==> config.mk <==
export PLATFORM = sky130hd
export DESIGN_NAME = mmio_router
export DESIGN_NICKNAME = d
export VERILOG_FILES = /design/src/rtl/mmio_router.sv
export SDC_FILE = /design/constraint.sdc
export NUM_CORES = 1
export LEC_CHECK = 0
export BUFFER_PORTS_ARGS = -buffer_cell sky130_fd_sc_hd__buf_2
export CAP_MARGIN = 20
export CELL_PAD_IN_SITES_DETAIL_PLACEMENT = 1
export CELL_PAD_IN_SITES_GLOBAL_PLACEMENT = 2
export CORE_MARGIN = 4
export CORE_UTILIZATION = 29
export CTS_CLUSTER_SIZE = 30
export DETAILED_ROUTE_END_ITERATION = 10
export PLACE_DENSITY_LB_ADDON = 0.3
export SLEW_MARGIN = 40
export SYNTH_ARGS = -nofsm -noshare
export SYNTH_HDL_FRONTEND = slang
export SYNTH_SLANG_ARGS = --single-unit
==> constraint.sdc <==
create_clock -name clk -period 5.43 [get_ports clk]
set_clock_uncertainty 0.05 [all_clocks]
set_input_delay 0.8145 -clock clk [delete_from_list [all_inputs] [get_ports clk]]
set_output_delay 0.8145 -clock clk [all_outputs]
set_load 0.02 [all_outputs]
==> src/rtl/mmio_router.sv <==
// MMIO router: one master to NCH slaves, with per-channel wait states
// and an error response for unmapped channels.
module mmio_router #(
   parameter int NCH = 3,
   parameter int AW = 12,
   parameter int DW = 16,
   parameter int DECODE = 0,
   parameter logic [4*NCH-1:0] WAITS = '0,
   localparam int CW = ($clog2(NCH) > 1) ? $clog2(NCH) : 1
) (
   input  logic              clk,
   input  logic              rst,
   input  logic              req,
   input  logic              wren,
   input  logic [AW-1:0]     addr,
   input  logic [DW-1:0]     data,
   input  logic [CW-1:0]     sel,
   output logic              ack,
   output logic              err,
   output logic [DW-1:0]     rdata,
   output logic              busy,
   output logic [AW-1:0]     s_addr,
   output logic [DW-1:0]     s_data,
   output logic [NCH-1:0]    s_wren,
   input  logic [NCH*DW-1:0] s_q
);

   localparam int NS = 2**CW;
   localparam logic [CW:0] NCH_V = (CW+1)'(NCH);

   typedef enum logic [1:0] {IDLE, ACCESS, ACK_S} state_t;

   state_t         state;
   logic [CW-1:0]  ch;
   logic [CW-1:0]  ch_in;
   logic [3:0]     cnt;
   logic           wr_q;
   logic           hit;
   logic [NCH-1:0] one_hot;
   logic [3:0]     wait_a [NS];
   logic [DW-1:0]  q_a [NS];

   // Unmapped slots read as zero wait and zero data; never reached.
   for (genvar k = 0; k < NS; k++) begin : g_ch
      if (k < NCH) begin : g_map
         assign wait_a[k] = WAITS[4*k +: 4];
         assign q_a[k]    = s_q[DW*k +: DW];
      end else begin : g_unmap
         assign wait_a[k] = '0;
         assign q_a[k]    = '0;
      end
   end

   if (DECODE != 0) begin : g_dec
      logic unused_sel;
      assign unused_sel = ^sel;
      assign ch_in = addr[AW-1 -: CW];
   end else begin : g_sel
      assign ch_in = sel;
   end

   assign hit     = {1'b0, ch_in} < NCH_V;
   assign one_hot = NCH'(1) << ch_in;

   always_ff @(posedge clk or posedge rst) begin
      if (rst) begin
         state  <= IDLE;
         cnt    <= '0;
         ch     <= '0;
         wr_q   <= 1'b0;
         ack    <= 1'b0;
         err    <= 1'b0;
         busy   <= 1'b0;
         s_wren <= '0;
         rdata  <= '0;
         s_addr <= '0;
         s_data <= '0;
      end else begin
         unique case (state)
            IDLE: begin
               if (req) begin
                  s_addr <= addr;
                  s_data <= data;
                  wr_q   <= wren;
                  ch     <= ch_in;
                  busy   <= 1'b1;
                  if (hit) begin
                     state  <= ACCESS;
                     cnt    <= wait_a[ch_in];
                     s_wren <= wren ? one_hot : '0;
                  end else begin
                     state <= ACK_S;
                     ack   <= 1'b1;
                     err   <= 1'b1;
                     rdata <= '0;
                  end
               end
            end
            ACCESS: begin
               // Strobe lives only in the first access cycle.
               s_wren <= '0;
               if (cnt != 4'd0) begin
                  cnt <= cnt - 4'd1;
               end else begin
                  state <= ACK_S;
                  ack   <= 1'b1;
                  if (!wr_q) rdata <= q_a[ch];
               end
            end
            ACK_S: begin
               state <= IDLE;
               ack   <= 1'b0;
               err   <= 1'b0;
               busy  <= 1'b0;
            end
            default: state <= IDLE;
         endcase
      end
   end

endmodule

## After elaboration in Yosys (flattened, before gate mapping)

Index checks and enable logic that the tools add are counted.

| storage, ports and cells | value |
|---|---|
| word-level logic and storage cells | 69 |
| output and inout bits | 50 |
| input bits | 82 |
| flip-flop bits (word level) | 59 |

| cells by class | value |
|---|---|
| magnitude comparators | 3 |
| shift operators | 1 |
| bitwise logic cells | 2 |
| reduce and logical (&&, ||, !) cells | 13 |
| add/subtract/negate cells | 1 |
| equal/unequal tests | 8 |
| mux-type cells | 30 |

Operator list:

| kind | count |
|---|---|
| 16-bit 2-to-1 mux | 6 |
| 16-bit binary-select mux with 2-bit select | 1 |
| 16-bit one-hot mux with 2 select lines | 1 |
| 4-bit 2-to-1 mux | 5 |
| 2-bit != test (second input constant) | 6 |
| 3-bit 2-to-1 mux | 3 |
| 4-bit binary-select mux with 2-bit select | 1 |
| 4-bit one-hot mux with 2 select lines | 1 |
| 4-bit AND reduction | 2 |
| 3-bit >= comparator (second input constant) | 2 |
| 2-bit 2-to-1 mux | 3 |
| 2-bit inverter with 3-bit output | 2 |
| 3-bit one-hot mux with 2 select lines | 1 |
| 2-bit AND reduction | 3 |
| 3-bit AND reduction | 2 |
| 5-bit AND reduction | 1 |
| 1-bit 2-to-1 mux | 4 |
| 1-bit one-hot mux with 2 select lines | 2 |
| 2-bit one-hot mux with 2 select lines | 1 |
| 2-bit nonzero test | 2 |
| 4-bit nonzero test | 1 |
| 4-bit by 1-bit subtractor with 4-bit output (second input constant) | 1 |
| 1-bit one-hot mux with 3 select lines | 1 |
| 3-bit nonzero test | 1 |
| 5 further kinds | 5 |

## Depth between registers and ports, before layout

Gate-level depths: netlist of run 1.

| depth | value |
|---|---|
| depth in word-level cells | 7 |
| mapped depth | 7 |
| gate-level depth less buffers | 5 |

## Least setup slack after synthesis of run 1

Ideal clock, no wire load.

| path | value |
|---|---|
| path kind | input to register |
| start | input port req |
| end | register rdata[0] |
| stages on the path | 4 |
| data required time | 5.276 ns |
| path slack | 3.377 ns |
| path buffers | 1 |
| setup time | 0.104 ns |
| arrival time | 1.899 ns |
| cells stage by stage | or3b_4 > o22a_4 > buf_6 > o41ai_2 |

| between the ends | value |
|---|---|
| cells in the longest elaborated chain, start to end | 2 |

Ends and longest elaborated chain:

| item | line | RTL |
|---|---|---|
| start: declaration | 13 | `input logic req,` |
| 2-bit != test (no source line) | -- |  |
| 5-bit AND reduction (no source line) | -- |  |
| end signal: assignment | 107 | `if (!wr_q) rdata <= q_a[ch];` |
| end: declaration | 20 | `output logic [DW-1:0] rdata,` |

No other way between the ends.
A chain may end at the register's enable or synchronous reset.

## Final worst setup path of run 1

| path | value |
|---|---|
| start | register cnt[0] |
| end | register rdata[7] |

| between the ends | value |
|---|---|
| cells in the longest elaborated chain, start to end | 3 |

Ends and longest elaborated chain:

| item | line | RTL |
|---|---|---|
| start: declaration | 36 | `logic [3:0] cnt;` |
| start signal: assignment | 89 | `cnt <= wait_a[ch_in];` |
| start signal: assignment | 103 | `cnt <= cnt - 4'd1;` |
| 4-bit nonzero test | 102 | `if (cnt != 4'd0) begin` |
| 2-bit != test (no source line) | -- |  |
| 5-bit AND reduction (no source line) | -- |  |

No other way between the ends.

==> results of run 1 <==
## state kept, by name, summed over array words and instances, names as in the netlist
register,count
s_data,16
ch,2
ack,1
s_wren,3
wr_q,1
busy,1
s_addr,12
cnt,4
rdata,16
state,2
err,1
## cells in the final DEF (no fill, tap or decap), types with 4 or more instances in the layout
cell type / count
o21ai_0: 4
o41ai_2: 10
dfrtp_1: 57
inv_1: 5
buf_2: 131
clkbuf_8: 9
a211oi_1: 15
a21boi_0: 16
o221ai_1: 15
nand2_1: 94
nor2_1: 4
o41ai_1: 5
nor2b_1: 18
## worst register-to-register path, cell delays in order (launching register included)
cell     delay [ps]
dfrtp_1         380
inv_1           130
ha_1            170
or3b_1          640
o22a_4          440
o41ai_1         410
## cell families after synthesis
kind of cell | Yosys count
multiplexers | 6
AND/OR/NAND/NOR | 131
adder cells (fa/ha/maj) | 2
AO/OA/AOI/OAI | 74
buffers and inverters | 31
flip-flops | 59
## worst max path at each step
stage | end | slack [ps] | depth (start not counted)
after floorplan | ack$_DFFE_PP0P_ | 3110 | 1
after global placement | rdata[1]$_DFFE_PP0P_ | 2870 | 4
after detailed placement | rdata[7]$_DFFE_PP0P_ | 2810 | 4
after CTS | rdata[7]$_DFFE_PP0P_ | 3070 | 5
after global routing | rdata[7]$_DFFE_PP0P_ | 2920 | 5
final | rdata[7]$_DFFE_PP0P_ | 3090 | 5
## per-stage QoR
| stage | worst slack [ps] | std cells | total power [W] | instance area [um2] |
|---|---|---|---|---|
| 2_1_floorplan | 3110 | 303 | 0.00159 | 2960 |
| 3_3_place_gp | 2870 | 544 | 0.00194 | 3680 |
| 3_5_place_dp | 2810 | 544 | 0.00198 | 3690 |
| 4_1_cts | 3070 | 560 | 0.00239 | 3880 |
| 5_1_grt | 2920 | 560 | 0.00254 | 3890 |
| 6_report | 3090 | 560 | 0.00234 | 3890 |
## routing by layer
metal	wire length, um	share of wire, %	vias to the layer above
met5	0	0	-
met4	172	1.9	0
met3	629	6.8	15
met2	4470	48	93
met1	3980	43	1328
li1	-	-	1308
## final cells by class
| class | count | area (um2) | share of cell area [%] |
|---|---|---|---|
| flip-flops and latches | 59 | 1480 | 38.0 |
| multi-input cells | 213 | 1350 | 34.8 |
| repair buffers | 133 | 674 | 17.3 |
| well taps | 133 | 166 | 4.28 |
| clock buffers | 10 | 128 | 3.28 |
| clock inverters | 6 | 66.3 | 1.71 |
| inverters | 6 | 22.5 | 0.579 |
## power by group through the flow
stage	Clock, W	Sequential [W]	Combinational [W]
2_1_floorplan	0	0.000967	0.000626
3_3_place_gp	0	0.000841	0.00110
3_5_place_dp	0	0.000846	0.00113
4_1_cts	0.000413	0.000843	0.00113
5_1_grt	0.000438	0.000877	0.00123
6_report	0.000399	0.000837	0.00111
==> flow_summary.yaml, run 1 <==
detailed_routing:
  drcViolationCount: 0
  viasPerCell: 4.90
  drtIter0Drc: 81
  first_pass_iters: 4
  drtAntennaViolNets: 0
  drt_wl_total_um: 9250
  routedWlPerCell_um: 16.5
  vias: 2744
placement:
  port_buffers: 131
  hpwl_um: 6420
  gp_congestion: 0.739
yosys:
  synth.area.mux_share_pct: 2.16
  synth_top_area_share_pct: 50.0
  synth_seq_cells: 59
  synthTopCellsByArea: "dfrtp_1, nand2_1, o41ai_2, o221ai_1, a21boi_0"
  syn_inst: 303
  ys_warn_count: 0
  synth_edf_count: 0
  synth-main-ff-cell: "dfrtp_1"
  netlist_area_um2: 2960
  synth.avg_cell_area_um2: 9.75
  yosys-top-cells-count: "nand2_1, dfrtp_1, clkbuf_1"
  syn_nets: 387
  synth-compound-area-share_pct: 22.6
  yosys.area.top_type: "dfrtp_1"
  yosysMostFrequentCell: "nand2_1"
  synth_top_family_by_area: "compound AO/OA/AOI/OAI gates"
  synth_fa_ha_area_share_pct: 0.847
  synthArstFlopShare_pct: 100
  yosysUniqueCellTypes: 34
  synth_seq_area_share_pct: 50.0
  synthSimpleGateAreaFrac_pct: 19.9
  synth-xor-area-share_pct: 0
clock_tree:
  cts-resized-gates: 0
  clk_latency_ps: 330
  htreeDepth: 3
  cts_hold_buf: 0
  cts.sinks: 59
  clk_pin_slew_ps: 70
  cts_tree: "done"
  cts.path.max_buffers: 2
  cts_inserted_buffers: 9
  cts-root-buf: "clkbuf_8"
  post_cts_buffers: 0
cells_and_area:
  fillers: 1196
  final_nets: 506
  fin_util_pct: 39.4
  drive_gt1_share_pct: 39.3
  antennaDiodeCount: 0
  area_growth_pct: 31.5
power_and_ir_drop:
  switching_power_w: 0.00109
  p_int_w: 0.00125
  p_sw_share_pct: 46.6
  leakagePower_nw: 2.00
  pwr-share-seq_pct: 35.8
  clkPwrFrac_pct: 17.0
  comb_power_share_pct: 47.2
  p_per_area_nw_per_um2: 602
  peakVddDrop_uv: 188
sta:
  slew_violations: 0
  fmax_ghz: 0.426
  fin_tns_setup_ps: 0
  post-route-min-period_ps: 2340
  relSlewSlack_pct: 56.3
  hold_viol_final: 0
  finalSetupViolCount: 0
  whs_ps: 423
  post-route-period-util_pct: 43.2
  rsz0062_at_grt: "no"
  worst_pin_slew_ps: 656
worst_setup_path:
  critical_path.startpoint: "cnt[0]$_DFFE_PP0P_"
  cp_data_required_time_ps: 5590
  rr_startpoint: "cnt[0]$_DFFE_PP0P_"
  crit_family: "compound AO/OA/AOI/OAI gates"
  max_stage_delay_ps: 640
  slowest_stage: "or3b_1"
  crit_chain: "inv_1, ha_1, or3b_1, o22a_4, o41ai_1"
  arrival_ps: 2500
  crit_fanout: 19
  r2r_cells: 5
  r2r_slack_ps: 3090
  r2r-end: "rdata[7]$_DFFE_PP0P_"
  crit_buf_inv: 1
  worst-setup-path-type: "reg -> reg"
  endpoint_kind: "flop"
  crit_path_start_kind: "flop"
global_routing:
  use_met2_pct: 26.8
  grt_pass1_wl_um: 14800
  first_global_vias: 2939
  antenna_found_initial: 0
  overflow: 0
  track_usage_pct: 16.1
  gr-usage-met1_pct: 19.4
  top_usage_layer: "met2"
  grt_max_degree: 60
  grt_use_met3_pct: 5.03
hold_path:
  hold_path_class: "reg -> reg"
  min_from: "s_data[1]$_DFFE_PP0P_"
  hold_path_end: "s_data[1]$_DFFE_PP0P_"
  hold_depth: 2
floorplanning:
  rows: 36
  coreArea_um2: 9860
  fp.dieH_um: 109
  ios: 132
  start_util_pct: 30.0
  die_area_um2: 11900
  die_x_um: 109
status:
  status: "complete, no violations"
flow_run:
  cap_violations: 0
Power figures use the tool's default switching activity.
==> inputs of run 2 (changes only) <==
--- a/config.mk
+++ b/config.mk
@@ -10,7 +10,7 @@
 export CELL_PAD_IN_SITES_DETAIL_PLACEMENT = 1
 export CELL_PAD_IN_SITES_GLOBAL_PLACEMENT = 2
 export CORE_MARGIN = 4
-export CORE_UTILIZATION = 29
+export CORE_UTILIZATION = 24
 export CTS_CLUSTER_SIZE = 30
 export DETAILED_ROUTE_END_ITERATION = 10
 export PLACE_DENSITY_LB_ADDON = 0.3
==> constraint.sdc (replaced) <==
create_clock -name clk -period 2.15 [get_ports clk]
set_clock_uncertainty 0.05 [all_clocks]
set_input_delay 0.3225 -clock clk [delete_from_list [all_inputs] [get_ports clk]]
set_output_delay 0.3225 -clock clk [all_outputs]
set_load 0.02 [all_outputs]
==> run 2 against run 1 <==
Combinational power grew to 2.8 times the previous value. Design area increased by 5.3%. Non-clock buffer count grew 11. Power grew to 2.8 times the previous value. Wire length rose by 4.8%. Maximum frequency is 19% higher. Register-to-register slack got worse by 2900 ps. Critical endpoint is now rdata[6]$_DFFE_PP0P_. Via count is 0.98% higher. Critical path type unchanged.
==> flow_summary.yaml, run 2 (synthesis results as in run 1) <==
status:
  status: "complete, no violations"
clock_tree:
  cts_tree: "done"
  clk_pin_slew_ps: 60
  clk_latency_ps: 320
  htreeDepth: 3
  cts_inserted_buffers: 9
  cts-root-buf: "clkbuf_16"
  cts.sinks: 59
  cts.path.max_buffers: 2
cells_and_area:
  area_growth_pct: 38.6
  final_cell_mix: "buf_2, nand2_1, dfrtp_1, nor2b_1, a21boi_0"
  final_nets: 517
  final_common_cell: "buf_2"
  drive_gt1_share_pct: 40.0
  fin_cells: 585
  largestRegisters: "rdata x16, s_data x16, s_addr x12"
  fin_util_pct: 34.1
  antennaDiodeCount: 0
hold_path:
  hold_path_class: "in -> reg"
  hold_depth: 3
sta:
  relSlewSlack_pct: 68.4
  fin_tns_setup_ps: 0
  finalSetupViolCount: 0
  hold_viol_final: 0
  rsz0062_at_grt: "no"
  worst_pin_slew_ps: 474
  slew_violations: 0
  post-route-min-period_ps: 1970
  fmax_ghz: 0.507
  whs_ps: 139
  post-route-period-util_pct: 91.7
worst_setup_path:
  r2r_cells: 5
  crit_fanout: 16
  endpoint_kind: "flop"
  cp_data_required_time_ps: 2300
  max_stage_delay_ps: 400
  crit_path_start_kind: "flop"
  slowest_stage: "or3b_1"
  arrival_ps: 2120
  crit_chain: "inv_1, ha_1, or3b_1, o22a_4, o41ai_1"
  worst-setup-path-type: "reg -> reg"
placement:
  port_buffers: 131
  hpwl_um: 7090
  placed_cells_incl_taps: 568
  gp_congestion: 0.689
detailed_routing:
  viasPerCell: 4.74
  first_pass_iters: 4
  drcViolationCount: 0
  routedWlPerCell_um: 16.6
  drtAntennaViolNets: 0
  vias: 2771
  drt_wl_total_um: 9700
  drtIter0Drc: 76
global_routing:
  track_usage_pct: 13.9
  grt_max_degree: 51
  first_global_vias: 3047
  overflow: 0
  grt_pass1_wl_um: 15800
  antenna_found_initial: 0
floorplanning:
  ios: 132
  fp.dieH_um: 119
  start_util_pct: 24.6
  rows: 40
  coreArea_um2: 12000
  die_area_um2: 14200
  die_x_um: 119
power_and_ir_drop:
  p_sw_share_pct: 43.6
  leakagePower_nw: 2.11
  pwr-share-seq_pct: 30.1
  p_int_w: 0.00365
  switching_power_w: 0.00282
  clkPwrFrac_pct: 21.9
  comb_power_share_pct: 48.0
  peakVddDrop_uv: 480
  p_per_area_nw_per_um2: 1580
flow_run:
  cap_violations: 0
run 2: cell types whose count changed in the layout (fill, tap and decap cells not counted), moves of 2 or more:
cell / delta
buf_4: +10
dfrtp_1: +2
clkbuf_8: -8
clkinv_2: +2
clkinvlp_4: -2
clkbuf_16: +9
dfrtp_2: -2
run 2: path summary, 6_finish.rpt:
check                           slack, ps             startpoint               endpoint
worst max-delay path                  180     cnt[0]$_DFFE_PP0P_   rdata[6]$_DFFE_PP0P_
worst min-delay path                  140                data[4]  s_data[4]$_DFFE_PP0P_
worst max register to register        180     cnt[0]$_DFFE_PP0P_   rdata[6]$_DFFE_PP0P_
worst min register to register        420  s_addr[4]$_DFFE_PP0P_  s_addr[4]$_DFFE_PP0P_
max in group asynchronous            1080                    rst  rdata[15]$_DFFE_PP0P_
min in group asynchronous             430                    rst  s_data[0]$_DFFE_PP0P_
run 2: repair_timing:
item                                   4_1_cts  5_1_grt
resized for setup                            0        0
hold buffers                                 1        0
setup buffers                                0        0
endpoints found under the hold margin        9        0
run 2: critical path: cells and delay by family (launching register included):
kind | cells | cell delay (ps)
compound gates | 2 | 730
fa+ha+maj | 1 | 160
buf+inv | 1 | 120
flops | 1 | 380
simple gates | 1 | 400
run 2: final cells by class:
type	count	area [um2]
inverter	6	22.5
clock inverter	5	52.6
sequential	59	1480
timing repair buffer	144	768
multi-input combinational	213	1350
tap	147	184
fill	1426	7920
clock buffer	11	243
run 2: power groups by stage:
| stage | logic [W] | registers [W] | clock network [W] |
|---|---|---|---|
| 6_report | 0.00311 | 0.00195 | 0.00142 |
| 5_1_grt | 0.00341 | 0.00202 | 0.00151 |
| 4_1_cts | 0.00317 | 0.00195 | 0.00145 |
| 3_5_place_dp | 0.00317 | 0.00196 | 0 |
| 3_3_place_gp | 0.00308 | 0.00195 | 0 |
| 2_1_floorplan | 0.00158 | 0.00244 | 0 |
run 2: per-layer routing:
layer / vias to the layer above / GRT usage, % / wire length [um]
met3: 6 / 4.99 / 610
met2: 73 / 24.0 / 4800
met1: 1364 / 16.4 / 4210
met5: - / 0 / 0
met4: 0 / 3.26 / 79
li1: 1328 / - / -
run 2: metrics by stage:
stage          cell area (um2)  power [W]  setup slack [ps]
3_3_place_gp              3790    0.00504               296
3_5_place_dp              3790    0.00513               168
5_1_grt                   4100    0.00695              69.1
4_1_cts                   4100    0.00658               158
2_1_floorplan             2960    0.00402               240
6_report                  4100    0.00647               178
==> inputs of run 3 (changes only) <==
--- a/config.mk
+++ b/config.mk
@@ -10,7 +10,7 @@
 export CELL_PAD_IN_SITES_DETAIL_PLACEMENT = 1
 export CELL_PAD_IN_SITES_GLOBAL_PLACEMENT = 2
 export CORE_MARGIN = 4
-export CORE_UTILIZATION = 24
+export CORE_UTILIZATION = 29
 export CTS_CLUSTER_SIZE = 30
 export DETAILED_ROUTE_END_ITERATION = 10
 export PLACE_DENSITY_LB_ADDON = 0.3
==> constraint.sdc (replaced) <==
create_clock -name clk -period 2.4 [get_ports clk]
set_clock_uncertainty 0.05 [all_clocks]
set_input_delay 0.36 -clock clk [delete_from_list [all_inputs] [get_ports clk]]
set_output_delay 0.36 -clock clk [all_outputs]
set_load 0.02 [all_outputs]
==> run 3 against run 2 <==
Core utilization up 5.7 points. Cell count shrank 3.2%. Largest power group unchanged. Die area fell by 16%. First-iteration DRC count grew 68%. Register-to-register slack gained 210 ps. Critical path depth down 2. Highest routed layer unchanged. Worst setup slack improved by 210 ps. Hold slack lost 110 ps.
==> flow_summary.yaml, run 3 (synthesis results as in run 1) <==
power_and_ir_drop:
  peakVddDrop_uv: 420
  p_per_area_nw_per_um2: 1350
  clkPwrFrac_pct: 15.7
  p_int_w: 0.00286
  p_sw_share_pct: 46.2
  pwr-share-seq_pct: 33.9
  leakagePower_nw: 2.04
  comb_power_share_pct: 50.4
  switching_power_w: 0.00246
global_routing:
  use_met2_pct: 25.4
  first_global_vias: 2846
  grt_max_degree: 60
  top_usage_layer: "met2"
  antenna_found_initial: 0
  gr-usage-met1_pct: 20.9
  grt_use_met3_pct: 4.32
  grt_pass1_wl_um: 14700
  track_usage_pct: 16.0
  overflow: 0
floorplanning:
  die_x_um: 109
  ios: 132
  start_util_pct: 30.0
  coreArea_um2: 9860
  die_area_um2: 11900
  fp.dieH_um: 109
  rows: 36
clock_tree:
  cts_tree: "done"
  cts.sinks: 59
  cts.path.max_buffers: 2
  cts-root-buf: "clkbuf_8"
  cts-resized-gates: 0
  post_cts_buffers: 0
  cts_inserted_buffers: 9
  clk_latency_ps: 330
  cts_hold_buf: 0
  htreeDepth: 3
  clk_pin_slew_ps: 70
cells_and_area:
  largestRegisters: "rdata x16, s_data x16, s_addr x12"
  design_area_um2: 3930
  final_cell_mix: "buf_2, nand2_1, dfrtp_1, nor2b_1, a21boi_0"
  final_common_cell: "buf_2"
  fin_cells: 566
  antennaDiodeCount: 0
  drive_gt1_share_pct: 39.5
  area_growth_pct: 32.9
  final_nets: 513
placement:
  placed_cell_area_um2: 3750
  port_buffers: 131
  hpwl_um: 6570
  gp_congestion: 0.733
  placed_cells_incl_taps: 551
worst_setup_path:
  crit_fanout: 22
  rr_startpoint: "state[0]$_DFFE_PP0P_"
  r2r_slack_ps: 380
  crit_path_start_kind: "flop"
  r2r_cells: 3
  worst-setup-path-type: "reg -> reg"
  cp_data_required_time_ps: 2570
  endpoint_kind: "flop"
  r2r-end: "rdata[5]$_DFFE_PP0P_"
  arrival_ps: 2180
detailed_routing:
  first_pass_iters: 4
  routedWlPerCell_um: 16.5
  drtAntennaViolNets: 0
  vias: 2758
  viasPerCell: 4.87
  drt_wl_total_um: 9350
  drtIter0Drc: 128
  drcViolationCount: 0
sta:
  hold_viol_final: 0
  whs_ps: 28.8
  relSlewSlack_pct: 49.0
  slew_violations: 0
  rsz0062_at_grt: "no"
  post-route-min-period_ps: 2020
  fmax_ghz: 0.496
  fin_tns_setup_ps: 0
  finalSetupViolCount: 0
  worst_pin_slew_ps: 765
  post-route-period-util_pct: 84.0
status:
  status: "complete, no violations"
hold_path:
  hold_path_class: "in -> async"
flow_run:
  cap_violations: 0
==> run 3: cell types whose count changed in the layout (fill, tap and decap cells not counted) <==
cell	change
dlygate4sd3_1	-1
clkbuf_8	+11
clkinvlp_4	-1
clkinv_2	-1
bufinv_16	-1
clkbuf_16	-9
buf_4	-3
==> run 3: critical path: stages, from the launching register on <==
cell,delay (ps)
dfrtp_1,510
or3b_4,560
o22a_4,390
o41ai_1,380
==> run 3: cell type report <==
type	instances	area, um2
Fill cell	1183	5940
Sequential cell	59	1480
Multi-Input combinational cell	213	1350
Timing Repair Buffer	140	736
Clock buffer	13	169
Tap cell	133	166
Inverter	6	22.5
Clock inverter	2	10.0
==> run 3: worst max-delay path by stage <==
stage                               from  slack (ps)                    to
floorplan             cnt[0]$_DFFE_PP0P_         490  rdata[0]$_DFFE_PP0P_
global placement    state[0]$_DFFE_PP0P_         460  rdata[4]$_DFFE_PP0P_
detailed placement  state[0]$_DFFE_PP0P_         380  rdata[5]$_DFFE_PP0P_
CTS                 state[0]$_DFFE_PP0P_         360  rdata[5]$_DFFE_PP0P_
global route           ch[1]$_DFFE_PP0P_         210  rdata[3]$_DFFE_PP0P_
finish              state[0]$_DFFE_PP0P_         380  rdata[5]$_DFFE_PP0P_
==> run 3: power by group through the flow <==
stage               sequential [W]  combinational [W]  clock, W
finish                     0.00181            0.00268  0.000835
global route               0.00188            0.00295  0.000909
CTS                        0.00181            0.00272  0.000858
detailed placement         0.00182            0.00272         0
global placement           0.00181            0.00267         0
floorplan                  0.00219            0.00142         0
==> run 3: routing by layer <==
layer  routed length (um)  share of wire (%)
met5                    0                  0
met4                  129                1.4
met2                 4470                 48
met3                  656                7.0
met1                 4090                 44
==> run 3: metrics by stage <==
step / util [%] / worst slack [ps] / total power [W]
after CTS: 39.8 / 359 / 0.00539
after detailed placement: 38.0 / 380 / 0.00453
after global placement: 38.0 / 460 / 0.00448
final: 39.8 / 384 / 0.00532
after floorplan: - / 490 / 0.00360
after global routing: 39.8 / 207 / 0.00573
